## src/rtl/pong_pkg.sv

```systemverilog
// rtl/pong_pkg.sv - shared scan-code constants, default key map and prefix FSM type
package pong_pkg;

  localparam logic [7:0] SC_E0 = 8'hE0;
  localparam logic [7:0] SC_F0 = 8'hF0;
  localparam logic [7:0] SC_E1 = 8'hE1;
  localparam logic [7:0] SC_AA = 8'hAA;
  localparam logic [7:0] SC_FC = 8'hFC;
  localparam logic [7:0] SC_00 = 8'h00;
  localparam logic [7:0] SC_FF = 8'hFF;

  localparam logic [7:0] DEF_KEY_UP1   = 8'h1D;
  localparam logic [7:0] DEF_KEY_DOWN1 = 8'h1B;
  localparam logic [7:0] DEF_KEY_UP2   = 8'h75;
  localparam logic [7:0] DEF_KEY_DOWN2 = 8'h72;
  localparam logic [7:0] DEF_KEY_START = 8'h29;

  // Number of bytes that follow E1 in the pause-key sequence.
  localparam logic [2:0] SKIP_LEN = 3'd7;

  typedef enum logic [2:0] {
    ST_IDLE,
    ST_EXT,
    ST_BRK,
    ST_EXT_BRK,
    ST_SKIP
  } prefix_state_e;

  // Self-test / error bytes from the keyboard that invalidate all held state.
  function automatic logic is_bat_code(input logic [7:0] b);
    return (b == SC_AA) || (b == SC_FC) || (b == SC_00) || (b == SC_FF);
  endfunction

endpackage

```

## src/rtl/pad_key_arbiter.sv

```systemverilog
// rtl/pad_key_arbiter.sv - resolves simultaneous up/down holds to the most recently pressed key
module pad_key_arbiter (
  input  logic u,
  input  logic d,
  input  logic last,
  output logic up,
  output logic down
);

  always_comb begin
    up   = u & (~d | last);
    down = d & (~u | ~last);
  end

endmodule

```

## src/rtl/keyboard_pad_decoder.sv

```systemverilog
// rtl/keyboard_pad_decoder.sv - PS/2 scan-code stream to held pad levels and a start pulse
module keyboard_pad_decoder
  import pong_pkg::*;
#(
  parameter logic [7:0] KEY_UP1   = DEF_KEY_UP1,
  parameter logic [7:0] KEY_DOWN1 = DEF_KEY_DOWN1,
  parameter logic [7:0] KEY_UP2   = DEF_KEY_UP2,
  parameter logic [7:0] KEY_DOWN2 = DEF_KEY_DOWN2,
  parameter logic [7:0] KEY_START = DEF_KEY_START
) (
  input  logic       clk,
  input  logic       rst,
  input  logic [7:0] rx_data,
  input  logic       rx_done_tick,
  output logic       up1,
  output logic       down1,
  output logic       up2,
  output logic       down2,
  output logic       start_tick
);

  prefix_state_e state_q, state_d;
  logic [2:0]    skip_q, skip_d;
  logic          u1_q, u1_d, d1_q, d1_d, u2_q, u2_d, d2_q, d2_d, st_q, st_d;
  logic          last1_q, last1_d, last2_q, last2_d;
  logic          up1_q, up1_d, down1_q, down1_d, up2_q, up2_d, down2_q, down2_d;
  logic          start_q, start_d;
  logic          key_evt, key_ext, key_make;

  always_comb begin
    state_d  = state_q;
    skip_d   = skip_q;
    u1_d     = u1_q;
    d1_d     = d1_q;
    u2_d     = u2_q;
    d2_d     = d2_q;
    st_d     = st_q;
    last1_d  = last1_q;
    last2_d  = last2_q;
    start_d  = 1'b0;
    key_evt  = 1'b0;
    key_ext  = 1'b0;
    key_make = 1'b0;

    if (rx_done_tick) begin
      case (state_q)
        ST_IDLE: begin
          if (rx_data == SC_E0) begin
            state_d = ST_EXT;
          end else if (rx_data == SC_F0) begin
            state_d = ST_BRK;
          end else if (rx_data == SC_E1) begin
            state_d = ST_SKIP;
            skip_d  = SKIP_LEN;
          end else if (is_bat_code(rx_data)) begin
            u1_d    = 1'b0;
            d1_d    = 1'b0;
            u2_d    = 1'b0;
            d2_d    = 1'b0;
            st_d    = 1'b0;
            last1_d = 1'b0;
            last2_d = 1'b0;
          end else begin
            key_evt  = 1'b1;
            key_make = 1'b1;
          end
        end
        ST_EXT: begin
          if (rx_data == SC_F0) begin
            state_d = ST_EXT_BRK;
          end else if (rx_data != SC_E0) begin
            state_d  = ST_IDLE;
            key_evt  = 1'b1;
            key_ext  = 1'b1;
            key_make = 1'b1;
          end
        end
        ST_BRK, ST_EXT_BRK: begin
          // A stray E0 after F0 resynchronises onto a new extended prefix.
          if (rx_data == SC_E0) begin
            state_d = ST_EXT;
          end else if (rx_data != SC_F0) begin
            state_d = ST_IDLE;
            key_evt = 1'b1;
            key_ext = (state_q == ST_EXT_BRK);
          end
        end
        ST_SKIP: begin
          skip_d = skip_q - 3'd1;
          if (skip_q <= 3'd1) begin
            state_d = ST_IDLE;
          end
        end
        default: state_d = ST_IDLE;
      endcase
    end

    if (key_evt) begin
      if (!key_ext) begin
        if (rx_data == KEY_UP1) begin
          u1_d = key_make;
          if (key_make) last1_d = 1'b1;
        end
        if (rx_data == KEY_DOWN1) begin
          d1_d = key_make;
          if (key_make) last1_d = 1'b0;
        end
        if (rx_data == KEY_START) begin
          st_d    = key_make;
          start_d = key_make & ~st_q;
        end
      end else begin
        if (rx_data == KEY_UP2) begin
          u2_d = key_make;
          if (key_make) last2_d = 1'b1;
        end
        if (rx_data == KEY_DOWN2) begin
          d2_d = key_make;
          if (key_make) last2_d = 1'b0;
        end
      end
    end
  end

  pad_key_arbiter u_arb_p1 (
    .u    (u1_d),
    .d    (d1_d),
    .last (last1_d),
    .up   (up1_d),
    .down (down1_d)
  );

  pad_key_arbiter u_arb_p2 (
    .u    (u2_d),
    .d    (d2_d),
    .last (last2_d),
    .up   (up2_d),
    .down (down2_d)
  );

  always_ff @(posedge clk) begin
    if (rst) begin
      state_q <= ST_IDLE;
      skip_q  <= 3'd0;
      u1_q    <= 1'b0;
      d1_q    <= 1'b0;
      u2_q    <= 1'b0;
      d2_q    <= 1'b0;
      st_q    <= 1'b0;
      last1_q <= 1'b0;
      last2_q <= 1'b0;
      up1_q   <= 1'b0;
      down1_q <= 1'b0;
      up2_q   <= 1'b0;
      down2_q <= 1'b0;
      start_q <= 1'b0;
    end else begin
      state_q <= state_d;
      skip_q  <= skip_d;
      u1_q    <= u1_d;
      d1_q    <= d1_d;
      u2_q    <= u2_d;
      d2_q    <= d2_d;
      st_q    <= st_d;
      last1_q <= last1_d;
      last2_q <= last2_d;
      up1_q   <= up1_d;
      down1_q <= down1_d;
      up2_q   <= up2_d;
      down2_q <= down2_d;
      start_q <= start_d;
    end
  end

  assign up1        = up1_q;
  assign down1      = down1_q;
  assign up2        = up2_q;
  assign down2      = down2_q;
  assign start_tick = start_q;

endmodule

```

## config.mk

```make
export PLATFORM = sky130hd
export DESIGN_NAME = keyboard_pad_decoder
export DESIGN_NICKNAME = d
export VERILOG_FILES = /design/src/rtl/pong_pkg.sv /design/src/rtl/pad_key_arbiter.sv /design/src/rtl/keyboard_pad_decoder.sv
export SDC_FILE = /design/constraint.sdc
export NUM_CORES = 1
export LEC_CHECK = 0
export BUFFER_PORTS_ARGS = -buffer_cell sky130_fd_sc_hd__buf_2
export CORE_MARGIN = 1.5
export CORE_UTILIZATION = 39
export CTS_BUF_LIST = sky130_fd_sc_hd__clkbuf_4
export CTS_CLUSTER_SIZE = 30
export DETAILED_ROUTE_END_ITERATION = 12
export REMOVE_ABC_BUFFERS = 1
export SYNTH_ARGS = -nofsm -noshare
export SYNTH_HDL_FRONTEND = slang
export SYNTH_SLANG_ARGS = --single-unit
```

## constraint.sdc

```tcl
create_clock -name clk -period 2.61 [get_ports clk]
set_clock_uncertainty 0.1 [all_clocks]
set_input_delay 0.3915 -clock clk [delete_from_list [all_inputs] [get_ports clk]]
set_output_delay 0.3915 -clock clk [all_outputs]
set_load 0.01 [all_outputs]
```

After elaboration in Yosys (flattened, before gate mapping)
Cells that the tools add are included.

operators by class
  order comparisons = 1
  bitwise gates (word level) = 18
  equal/unequal tests = 24
  reductions and logical operators = 10
  multiplexer cells = 98
  add/sub/neg operators = 1

operators with widths
  kind                                                             count
  two-way mux 1 bit                                                82
  == test 8 bit (second input constant)                            6
  two-way mux 3 bit                                                11
  == test 8 x 5 -> 1 bit (second input constant)                   2
  == test 8 x 7 -> 1 bit (second input constant)                   2
  != test 8 bit (second input constant)                            2
  case mux 3 bit (4 select lines)                                  1
  AND reduction 5 bit                                              2
  inverter 1 bit                                                   9
  == test 8 x 6 -> 1 bit (second input constant)                   1
  logical NOT 8 bit                                                1
  != test 2 bit (second input constant)                            4
  == test 3 x 2 -> 1 bit (second input constant)                   2
  != test 3 bit (second input constant)                            2
  case mux 3 bit (2 select lines)                                  1
  AND 1 bit                                                        5
  != test 4 bit (second input constant)                            1
  OR 1 bit                                                         4
  case mux 1 bit (2 select lines)                                  2
  OR reduction 4 bit                                               1
  == test 3 x 1 -> 1 bit (second input constant)                   1
  == test 3 bit (second input constant)                            1
  less-or-equal comparator 3 x 1 -> 1 bit (second input constant)  1
  logical NOT 3 bit                                                1
  other kinds (5)                                                  7

word-level totals
  output and inout bits = 5
  register bits = 18
  logic and storage cells = 166

Depth between registers and ports, before layout
Gate-level depths: netlist of the first run.

  depth after elaboration = 19
  depth in mapped cells = 7

Hierarchy
From an unflattened synthesis of the first run, not the netlist that was laid out.

second synthesis, totals
  cells, all modules = 143
  area, all modules = 1,143.6 sq um

modules (own cells, without submodules)
  module                times used  sequential area each (sq um)  cells each  area an instance (sq um)
  keyboard_pad_decoder  1           360.3                         137         1,106.1
  pad_key_arbiter       2           0.0                           3           18.8

Worst setup path before layout of the first run
No wires, ideal clock.

  path kind = in2reg
  from = input port rx_data[5]
  to = register down1_q (netlist: down1)
  cell stages on the path = 5
  required time = 2,443 ps
  setup slack = 536 ps
  arrival = 1,907 ps
  path through = or4b_4 -> or3_4 -> a32o_1 -> or3_1 -> o21ai_2

on the way
  cells in the longest elaborated chain, start to end = 19

RTL lines
  what                                                                  RTL line                     text
  start, declared                                                       keyboard_pad_decoder.sv:13   input logic [7:0] rx_data,
  == test 8 bit                                                         pong_pkg.sv:31               return (b == SC_AA) || (b == SC_FC) || (b == SC_00) || (b == SC_FF);
  logical OR 1 bit (3 in series)                                        pong_pkg.sv:31
  two-way mux 1 bit                                                     keyboard_pad_decoder.sv:55   end else if (is_bat_code(rx_data)) begin
  two-way mux 1 bit                                                     keyboard_pad_decoder.sv:52   end else if (rx_data == SC_E1) begin
  two-way mux 1 bit                                                     keyboard_pad_decoder.sv:50   end else if (rx_data == SC_F0) begin
  two-way mux 1 bit                                                     keyboard_pad_decoder.sv:48   if (rx_data == SC_E0) begin
  case mux 1 bit (2 select lines) or two-way mux 1 bit (tied branches)  keyboard_pad_decoder.sv:46   case (state_q)
  two-way mux 1 bit                                                     keyboard_pad_decoder.sv:45   if (rx_done_tick) begin
  two-way mux 1 bit                                                     keyboard_pad_decoder.sv:102  if (key_make) last1_d = 1'b1;
  two-way mux 1 bit                                                     keyboard_pad_decoder.sv:100  if (rx_data == KEY_UP1) begin
  two-way mux 1 bit                                                     keyboard_pad_decoder.sv:106  if (key_make) last1_d = 1'b0;
  two-way mux 1 bit                                                     keyboard_pad_decoder.sv:104  if (rx_data == KEY_DOWN1) begin
  two-way mux 1 bit                                                     keyboard_pad_decoder.sv:99   if (!key_ext) begin
  two-way mux 1 bit                                                     keyboard_pad_decoder.sv:98   if (key_evt) begin
  inverter 1 bit                                                        pad_key_arbiter.sv:12        down = d & (~u | ~last);
  OR 1 bit                                                              pad_key_arbiter.sv:12
  AND 1 bit *                                                           pad_key_arbiter.sv:12
  end signal, assigned                                                  keyboard_pad_decoder.sv:168  down1_q <= down1_d;
  end, declared                                                         keyboard_pad_decoder.sv:26   logic up1_q, up1_d, down1_q, down1_d, up2_q, up2_d, down2_q, down2_d;

Mark *: on every way between the ends. The rest lies on a longest branch, timed or not.
A chain may end at the register's enable or synchronous reset.

Worst setup path after layout of the first run
  from = register state_q[0]
  to = register down1_q (netlist: down1)

on the way
  cells in the longest elaborated chain, start to end = 12

RTL lines
  what                                                                  RTL line                     text
  start, declared                                                       keyboard_pad_decoder.sv:22   prefix_state_e state_q, state_d;
  start signal, assigned                                                keyboard_pad_decoder.sv:158  state_q <= state_d;
  == test 3 x 1 -> 1 bit or logical NOT 3 bit (tied branches)           keyboard_pad_decoder.sv:46
  case mux 1 bit (2 select lines) or two-way mux 1 bit (tied branches)  keyboard_pad_decoder.sv:46
  two-way mux 1 bit                                                     keyboard_pad_decoder.sv:45
  two-way mux 1 bit                                                     keyboard_pad_decoder.sv:102
  two-way mux 1 bit                                                     keyboard_pad_decoder.sv:100
  two-way mux 1 bit                                                     keyboard_pad_decoder.sv:106
  two-way mux 1 bit                                                     keyboard_pad_decoder.sv:104
  two-way mux 1 bit                                                     keyboard_pad_decoder.sv:99
  two-way mux 1 bit                                                     keyboard_pad_decoder.sv:98
  inverter 1 bit                                                        pad_key_arbiter.sv:12
  OR 1 bit                                                              pad_key_arbiter.sv:12
  AND 1 bit *                                                           pad_key_arbiter.sv:12

Marks and branches as above.

==> results of run 1 <==
==> power by group <==
group	internal, uW	switching [uW]
clock network	55.7	87.2
logic	19.4	31.1
registers	276	1.53
total	351	120
==> registers in the layout, summed over array words and instances (netlist names) <==
| register | cells |
|---|---|
| last1_q | 1 |
| start_tick | 1 |
| up1 | 1 |
| state_q | 3 |
| u1_q | 1 |
| d2_q | 1 |
| skip_q | 3 |
| last2_q | 1 |
| u2_q | 1 |
| down2 | 1 |
| st_q | 1 |
| d1_q | 1 |
| down1 | 1 |
| up2 | 1 |
==> cell type report <==
cell class | instances | area [sq um]
sequential | 18 | 360
clock inverter | 1 | 3.75
clock buffer | 3 | 22.5
multi-input combinational | 103 | 676
inverter | 5 | 18.8
timing repair buffer | 16 | 82.6
fill | 294 | 1530
tap | 31 | 38.8
==> placed cells by master, fill, tap and decap left out, types with 2 or more instances in the layout <==
cell type  synthesis  layout
nor4_1             3       3
o21ai_1            6       6
o22ai_1            3       3
or3b_1             2       2
nand2_1            7       7
nand3b_1           4       4
nor2b_1            2       2
nand3_1            4       4
or4_1              4       4
inv_1              5       5
nor2_1            11      11
nor3_1             5       5
buf_2              0      15
a32o_1             2       2
dfxtp_1           18      18
a21oi_1            5       5
o41ai_1            2       2
a211oi_1           2       2
nand2b_1           2       2
nand4_1            2       2
o21ai_0            7       7
clkbuf_4           0       3
or3_1              5       5
ha_1               2       2
or2_1              2       2
==> metrics by stage <==
step | std cells | util
global route | 177 | 0.440
detailed placement | 173 | 0.430
global placement | 173 | 0.430
CTS | 177 | 0.440
floorplan | 126 | -
finish | 177 | 0.440
==> per-layer routing <==
| metal | track usage | share of wire | wire (microns) | up-vias |
|---|---|---|---|---|
| li1 | - | - | - | 525 |
| met1 | 0.188 | 0.43 | 1010 | 499 |
| met2 | 0.286 | 0.52 | 1230 | 27 |
| met3 | 0.0415 | 0.044 | 104 | 2 |
| met4 | 0.0408 | 0.0080 | 19 | 0 |
| met5 | 0 | 0 | 0 | - |
==> worst max path at each step <==
stage          slack [ns]  cells past startpoint  endpoint        from
2_1_floorplan        0.54                      5     down1  rx_data[5]
3_3_place_gp         0.38                      6     down1  rx_data[5]
3_5_place_dp         0.34                      6       up2  rx_data[1]
4_1_cts              0.43                      5     down1  state_q[0]
5_1_grt              0.37                      5     down1  state_q[0]
6_report             0.42                      5     down1  state_q[0]
==> logic make-up (layout without fill, tap and decap cells) <==
family | count (synthesis) | count (layout) | share of synthesized area
simple gates | 65 | 65 | 0.365
compound gates | 34 | 34 | 0.206
fa+ha+maj | 2 | 2 | 0.0226
xor+xnor | 1 | 1 | 0.00792
flops | 18 | 18 | 0.326
buf+inv | 10 | 25 | 0.0633
mux | 1 | 1 | 0.00905
==> run_results.csv, run 1 <==
group,metric,value,unit
global_routing,grt_max_degree,21,
clock_tree,holdBufCountCts,0,
sta,grt_setup_unrepaired,"no",
synth,yosysSeqAreaShare,0.326,
clock_tree,cts.sinks,18,
power,vdd_ir_drop_max,275,uV
synth,synth_common_cells,"dfxtp_1 (18), nor2_1 (11), nand2_1 (7), o21ai_0 (7), o21ai_1 (6)",
sta,slew_headroom,0.726,
power,pwr_density_cell,391,nW/um^2
synth,ys_seq_elements,18,
route,drtPass1Iterations,4,
setup_path,crit_type,"reg -> reg",
setup_path,r2r_cells,5,
setup_path,r2r_end,"down1",
route,drc,0,
sta,max_slew.worst_pin.slew,0.410,ns
route,vias_per_cell,5.95,
floorplanning,coreArea,2730,sq um
floorplanning,ios,16,
synth,synthTopCellsByArea,"dfxtp_1 (33%), nor2_1 (3.7%), o21ai_0 (3.2%), buf_6 (3.1%), or3_1 (2.8%)",
setup_path,critPathRequiredTime,2.75,ns
floorplanning,chipWidth,56.3,microns
global_routing,grt_pass1_wl,4080,microns
synth,syn_area,1110,sq um
clock_tree,clk-insertion-delay-late,0.29,ns
place,gp_congestion,0.784,
setup_path,cpLargestDelayFamily,"simple AND/OR/NAND/NOR gates",
sta,finalHoldWorstSlack,0.331,ns
status,status,"completed",
synth,synth_top_area_frac,0.326,
synth,avgSynthCellArea,8.44,sq um
job,maxCapViolations,0,
synth,synth_cell_type_count,47,
clock_tree,cts_tree,"built",
sta,timing.final.ws_setup,0.420,ns
min_path,hold_end,"start_tick",
floorplanning,placementRows,19,
final_layout,fin_area,1200,sq um
clock_tree,cts_setup_buffers,0,
route,drt_iter0_markers,20,
setup_path,r2r_slack,0.42,ns
setup_path,arrival,2.33,ns
setup_path,crit_path_start_kind,"flop",
place,place_ws,0.337,ns
clock_tree,ctsHtreeMaxLevel,1,
synth,synth_edf_count,0,
synth,synth_ff_type,"dfxtp_1",
sta,setup-violations-final,0,
route,routedWlPerCell,13.4,microns
global_routing,grt-ovfl-total,0,
setup_path,slowest_delay,0.58,ns
min_path,hp-class,"reg -> reg",
synth,synth-async-reset-ratio,0,
place,port_buffers,15,
sta,clock.fmax,0.457,GHz
final_layout,drive_above_1_share,0.192,
synth,synth_top_cell_by_area,"dfxtp_1",
floorplanning,die_h,56.3,microns
place,postPlaceCellArea,1180,sq um
synth,syn-instance-count,131,
sta,hold_viol,0,
setup_path,crit_fanout,9,
sta,drv_slew,0,
power,cellLeakagePower,0.000400,uW
min_path,hold_depth,1,
setup_path,r2r-start,"state_q[0]",
place,hpwlAfterDp,1770,microns
sta,fin_crit_sh,0.839,
final_layout,diodes,0,
sta,fin_setup_tns,0,ns
synth,yosysMostFrequentCell,"dfxtp_1",
clock_tree,cts_resized,0,
global_routing,grt_pass1_vias,963,
final_layout,syn_to_final_growth,8.71,%
setup_path,cpMaxStageDelayCell,"or4b_4",
sta,min_period,2.19,ns
route,ant_nets,0,
final_layout,fin_nets,160,
floorplanning,start_util,0.405,
setup_path,cp_num_buf_inv,0,
clock_tree,clk_pin_slew,0.10,ns
power,p_total,471,uW
clock_tree,root_buffer,"clkbuf_4",
route,wl,2370,microns
global_routing,antenna_found_initial,0,
global_routing,gr-usage-all-layers,0.160,
synth,yosys_warnings,0,
min_path,hold_start,"st_q",
clock_tree,clockBufferDepth,2,
setup_path,crit_chain,"or4b_4 > or3_4 > a32o_1 > or3_1 > o21ai_2",
floorplanning,die-area,3160,sq um
route,via_count,1053,
setup_path,crit_path_end_kind,"flop",
clock_tree,numCtsBuffers,3,
No activity file was read; power rests on OpenSTA's default activity.
==> run 2: changes to the inputs <==
- ABC_AREA: not set -> 1
- clock period: 2.61 -> 1.77 ns (I/O delays scaled with it)
==> run 2 against run 1 <==
Sequential power up 52%. Core utilization up 8.1 points. Die area up 9.0%. Global-route usage up 1.9 points. Register-to-register slack worse by 0.36 ns. Final area up 30%. Highest routed layer unchanged. Critical path type unchanged. Hold slack worse by 0.13 ns. Non-clock buffer count up 18. Combinational power rose to 5.2 times the previous value. Largest power group unchanged. Clock power up 38%.
==> run_results.csv, run 2 <==
group,metric,value,unit
power,pwr_density_cell,565,nW/um^2
clock_tree,root_buffer,"clkbuf_4",
synth,synth_top_area_frac,0.298,
final_layout,diodes,0,
synth,syn_area,1210,sq um
sta,setup-violations-final,0,
setup_path,crit_type,"reg -> reg",
place,port_buffers,15,
sta,grt_setup_unrepaired,"yes",
clock_tree,ctsHtreeMaxLevel,1,
final_layout,syn_to_final_growth,29.1,%
final_layout,layout_commonest_cell,"nand2_1",
sta,min_period,1.71,ns
floorplanning,coreArea,3000,sq um
sta,clock.fmax,0.586,GHz
synth,synth_edf_count,0,
final_layout,layout_common_cells,"nand2_1 (31), inv_1 (20), buf_4 (19)",
floorplanning,die-area,3450,sq um
power,vdd_ir_drop_max,442,uV
synth,synth_common_cells,"nand2_1 (39), inv_1 (20), nor2_1 (19)",
final_layout,final_util,0.521,
route,drtPass1Iterations,4,
floorplanning,placementRows,20,
final_layout,drive_above_1_share,0.437,
final_layout,reg.largest.list,"skip_q x3, state_q x3",
route,routedWlPerCell,11.7,microns
status,status,"completed",
place,hpwlAfterDp,2180,microns
route,wl,2900,microns
clock_tree,numCtsBuffers,3,
job,maxCapViolations,0,
synth,synth_cell_type_count,29,
clock_tree,clk_pin_slew,0.10,ns
synth,synthTopCellsByArea,"dfxtp_1 (30%), nand2_1 (12%), inv_1 (6.2%), nor2_1 (5.9%), nand2_2 (5.2%)",
setup_path,crit_fanout,4,
clock_tree,clockBufferDepth,2,
setup_path,critPathRequiredTime,1.87,ns
synth,yosysSeqAreaShare,0.298,
synth,ys_seq_elements,18,
global_routing,antenna_found_initial,0,
clock_tree,clk-insertion-delay-late,0.29,ns
sta,drv_slew,0,
global_routing,grt_pass1_vias,1097,
setup_path,r2r_slack,0.06,ns
power,p_total,884,uW
setup_path,r2r_end,"down1",
floorplanning,chipWidth,58.7,microns
final_layout,stdcell_count,248,
global_routing,grt-ovfl-total,0,
global_routing,grt_max_degree,11,
clock_tree,cts.sinks,18,
min_path,hp-class,"in -> reg",
power,cellLeakagePower,0.000737,uW
route,drc,0,
setup_path,crit_path_end_kind,"flop",
floorplanning,ios,16,
clock_tree,holdBufCountCts,0,
sta,slew_headroom,0.578,
synth,synth_top_cell_by_area,"dfxtp_1",
route,via_count,1248,
sta,max_slew.worst_pin.slew,0.626,ns
global_routing,gr-usage-all-layers,0.178,
clock_tree,cts_tree,"built",
place,placed_cells_incl_taps,242,
route,vias_per_cell,5.03,
place,gp_congestion,0.844,
floorplanning,start_util,0.403,
final_layout,fin_nets,230,
route,drt_iter0_markers,44,
synth,synth_ff_type,"dfxtp_1",
synth,yosys_warnings,0,
route,ant_nets,0,
setup_path,r2r_cells,14,
synth,yosysMostFrequentCell,"nand2_1",
setup_path,crit_path_start_kind,"flop",
synth,synth-async-reset-ratio,0,
setup_path,r2r-start,"state_q[2]",
sta,hold_viol,0,
global_routing,grt_pass1_wl,4780,microns
synth,avgSynthCellArea,6.73,sq um
setup_path,arrival,1.81,ns
synth,syn-instance-count,180,
floorplanning,die_h,58.7,microns
sta,fin_crit_sh,0.964,
setup_path,crit_path_end,"down1",
setup_path,crit_start,"state_q[2]",
-- run 2: cell types whose count changed after synthesis, sizes merged, moves of 5 or more --
cell,before,now
nand2,7,52
inv,5,30
nor2,11,25
nand3,4,13
o21ai,14,6
a21oi,5,11
or3,6,0
or4,5,0
-- run 2: how the worst min path moves through the flow --
stage | from | end | cells after the start
global placement | st_q | start_tick | 1
floorplan | rst | d2_q | 1
detailed placement | st_q | start_tick | 1
global route | rst | last2_q | 2
CTS | rst | skip_q[2] | 2
finish | rst | state_q[0] | 2
-- run 2: worst max-delay path, stage by stage, from the launching register on --
cell and delay, ns:
dfxtp_2 0.34, inv_2 0.08, nand2_4 0.06, nor2_4 0.14
nand2_2 0.08, nor2_4 0.10, nand3_2 0.08, nand2_2 0.09
nand2_2 0.06, nor2_4 0.15, nand2_2 0.07, nand2_2 0.06
nand2_2 0.07, nor2_2 0.10, nor2_1 0.04
-- run 2: metal layers --
layer	up-vias	track usage	routed length, microns
li1	652	-	-
met1	565	0.236	1310
met2	27	0.302	1420
met3	4	0.0396	137
met4	0	0.0292	29
met5	-	0	0
-- run 2: logic make-up after synthesis --
group | share of synthesized area
xor gates and xnor gates | 0.00723
adders and majority gates | 0.0207
AOI/OAI and AO/OA | 0.116
DFF | 0.298
and+or+nand+nor | 0.457
buffers and inverters | 0.102
-- run 2: power by group --
| group | internal [uW] | switching [uW] | total (uW) | leakage (uW) |
|---|---|---|---|---|
| clock network | 79.1 | 119 | 198 | 0.0000138 |
| logic | 110 | 156 | 265 | 0.000576 |
| registers | 416 | 5.59 | 421 | 0.000147 |
-- run 2: metrics by stage --
stage | hold slack (ns) | TNS [ns] | setup slack, ns | cell area [sq um]
CTS | 0.185 | 0 | 0.0275 | 1460
global placement | 0.308 | -0.0575 | -0.0209 | 1440
detailed placement | 0.312 | -0.0642 | -0.0423 | 1440
global route | 0.199 | -0.368 | -0.0822 | 1560
floorplan | 0.234 | 0 | 0.134 | 1200
finish | 0.197 | 0 | 0.0638 | 1560
-- run 2: area by class of cell --
class                      instances  area, sq um
timing repair buffer              34          218
tap                               33         41.3
fill                             297         1440
inverter                          30          115
multi-input combinational        130          803
sequential                        18          364
clock buffer                       3         22.5
-- run 2: what timing repair did --
item	4_1_cts	5_1_grt
setup buffers	0	3
endpoints found under the setup margin	0	13
gates resized for setup	0	25
==> run 3: changes to the inputs <==
- CELL_PAD_IN_SITES_DETAIL_PLACEMENT: not set -> 1
- CELL_PAD_IN_SITES_GLOBAL_PLACEMENT: not set -> 2
- CORE_UTILIZATION: 39 -> 29
- PLACE_DENSITY_LB_ADDON: not set -> 0.1
- SYNTH_HIERARCHICAL: not set -> 1
==> run 3 against run 2 <==
The flow now finishes with violations (setup timing). Core utilization fell by 6.2 points. Worst setup slack got worse by 0.18 ns. Register-to-register slack worse by 0.18 ns. Count of clock-buffer cells in the layout is the same. Largest cell class unchanged.
==> run_results.csv, run 3 <==
group,metric,value,unit
clock_tree,holdBufCountCts,0,
floorplanning,placementRows,23,
sta,drv_slew,0,
clock_tree,ctsHtreeMaxLevel,1,
sta,grt_setup_unrepaired,"yes",
place,gp_congestion,0.797,
place,postPlaceCellArea,1610,sq um
synth,synth_common_cells,"nand2_1 (37), inv_1 (35), nor2_1 (27)",
synth,yosysMostFrequentCell,"nand2_1",
route,drtPass1Iterations,4,
synth,yosys_warnings,6,
status,status,"finished with violations",
synth,yosysSeqAreaShare,0.291,
setup_path,crit_chain,"nor2_4 > inv_2 > nor2_4 > nand2_2 > nor2_4 > nand3_2 > nand2_2 > nand2_2 > or2_4 > nand2_2 > inv_2 > a21boi_2 > inv_1 > nor2_1",
floorplanning,die-area,4670,sq um
synth,synth_top_cell_by_area,"dfxtp_1",
setup_path,crit_fanout,3,
synth,synth-async-reset-ratio,0,
setup_path,crit_path_start_kind,"flop",
final_layout,fillCellCount,552,
final_layout,diodes,0,
route,routedWlPerCell,12.2,microns
synth,ys_seq_elements,18,
synth,synth_top_area_frac,0.291,
sta,hold_viol,0,
sta,max_slew.worst_pin.slew,0.349,ns
route,ant_nets,0,
clock_tree,root_buffer,"clkbuf_4",
route,wl,3730,microns
sta,slew_headroom,0.765,
global_routing,grt_max_degree,11,
power,vdd_ir_drop_max,204,uV
final_layout,layout_common_cells,"buf_4 (40), inv_1 (31), nand2_1 (27)",
sta,clock.fmax,0.530,GHz
setup_path,crit_path_end,"down2",
setup_path,crit_type,"reg -> reg",
setup_path,r2r_end,"down2",
final_layout,fin_area,1860,sq um
setup_path,cpMaxStageDelayCell,"dfxtp_2",
floorplanning,coreArea,4060,sq um
status,violations,"setup timing",
place,hpwlAfterDp,2950,microns
power,cellLeakagePower,0.000863,uW
synth,synth_cell_type_count,30,
clock_tree,clk_pin_slew,0.10,ns
setup_path,r2r_slack,-0.12,ns
floorplanning,start_util,0.305,
floorplanning,chipWidth,68.3,microns
final_layout,seq_area,363,sq um
sta,min_period,1.89,ns
setup_path,slowest_delay,0.35,ns
global_routing,gr-usage-all-layers,0.177,
final_layout,fin_nets,271,
synth,syn-instance-count,194,
job,maxCapViolations,0,
min_path,hp-class,"in -> reg",
final_layout,drive_above_1_share,0.467,
route,drc,0,
synth,synth_ff_type,"dfxtp_1",
clock_tree,clk-insertion-delay-late,0.29,ns
final_layout,multi_input_area,823,sq um
synth,synthTopCellsByArea,"dfxtp_1 (29%), nand2_1 (11%), inv_1 (11%), nor2_1 (8.2%), a21oi_1 (4.4%)",
setup_path,critPathRequiredTime,1.91,ns
global_routing,grt_pass1_vias,1499,
clock_tree,cts_tree,"built",
synth,avgSynthCellArea,6.38,sq um
final_layout,reg.largest.list,"skip_q x3, state_q x3",
route,drt_iter0_markers,44,
setup_path,crit_path_end_kind,"flop",
global_routing,grt_pass1_wl,6340,microns
floorplanning,die_h,68.3,microns
setup_path,cpMostUsedCell,"nand2_2",
setup_path,r2r_cells,14,
sta,setup-violations-final,13,
setup_path,arrival,2.02,ns
place,port_buffers,15,
route,via_count,1414,
clock_tree,cts.sinks,18,
global_routing,grt-ovfl-total,0,
final_layout,layout_commonest_cell,"buf_4",
floorplanning,ios,16,
synth,syn_area,1240,sq um
setup_path,r2r-start,"state_q[1]",
setup_path,crit_start,"state_q[1]",
sta,finalHoldWorstSlack,0.156,ns
power,pwr_density_cell,403,nW/um^2
synth,synth_edf_count,0,
clock_tree,clockBufferDepth,2,
clock_tree,numCtsBuffers,3,
global_routing,antenna_found_initial,0,
final_layout,syn_to_final_growth,50.4,%
route,vias_per_cell,4.61,
sta,timing.final.ws_setup,-0.116,ns
sta,fin_crit_sh,1.07,
run 3: how the worst min path moves through the flow:
stage	end	slack, ns	cells after the start	from
CTS	last1_q	0.15	2	rst
global route	last1_q	0.16	2	rst
global placement	start_tick	0.31	1	st_q
detailed placement	start_tick	0.32	1	st_q
floorplan	d2_q	0.23	1	rst
finish	last1_q	0.16	2	rst
run 3: final cells by class:
cell class | instances | area share
clock buffers | 3 | 0.0121
clock inverters | 1 | 0.00202
inverters | 38 | 0.0767
multi-input cells | 136 | 0.443
flip-flops and latches | 18 | 0.195
well taps | 50 | 0.0336
repair buffers | 61 | 0.238
run 3: cell families (layout without fill, tap and decap cells):
family / after synthesis / count (layout) / synth area share
and+or+nand+nor: 101 / 101 / 0.403
adders and majority gates: 2 / 2 / 0.0202
AOI/OAI and AO/OA: 33 / 33 / 0.164
DFF: 18 / 18 / 0.291
buffers and inverters: 40 / 103 / 0.121
run 3: per-layer routing:
layer  track usage  part of all wire  wire [microns]  up-vias
li1              -                 -               -      728
met1         0.213              0.44            1640      673
met2         0.330              0.54            2010       11
met3        0.0345             0.016              59        2
met4        0.0225            0.0040              15        0
met5             0                 0               0        -
run 3: worst max-delay path, delay by kind of cell, from the launching register on:
family,cells,cell delay (ns)
and+or+nand+nor,10,1.10
AOI/OAI and AO/OA,1,0.11
DFF,1,0.35
buffers and inverters,3,0.17
run 3: per-stage QoR:
step	total power (uW)	instances	TNS, ns	setup slack, ns	utilization
after floorplan	466	192	0	0.0284	-
after global placement	532	289	-1.22	-0.288	0.396
after detailed placement	536	289	-1.51	-0.342	0.396
after CTS	753	302	-0.366	-0.112	0.432
after global routing	790	307	-2.82	-0.262	0.459
final	749	307	-0.814	-0.116	0.459
run 3: power by group:
group	switching [uW]	leakage, uW	internal [uW]
combinational	77.3	0.000702	57.3
clock	125	0.0000154	81.9
sequential	1.28	0.000146	406
run 3: timing repair:
action,in CTS,in global routing
hold endpoints to repair,0,0
setup buffers,9,8
setup endpoints to repair,7,16
gates resized for setup,23,17
pin swaps,11,12
cloned,0,0
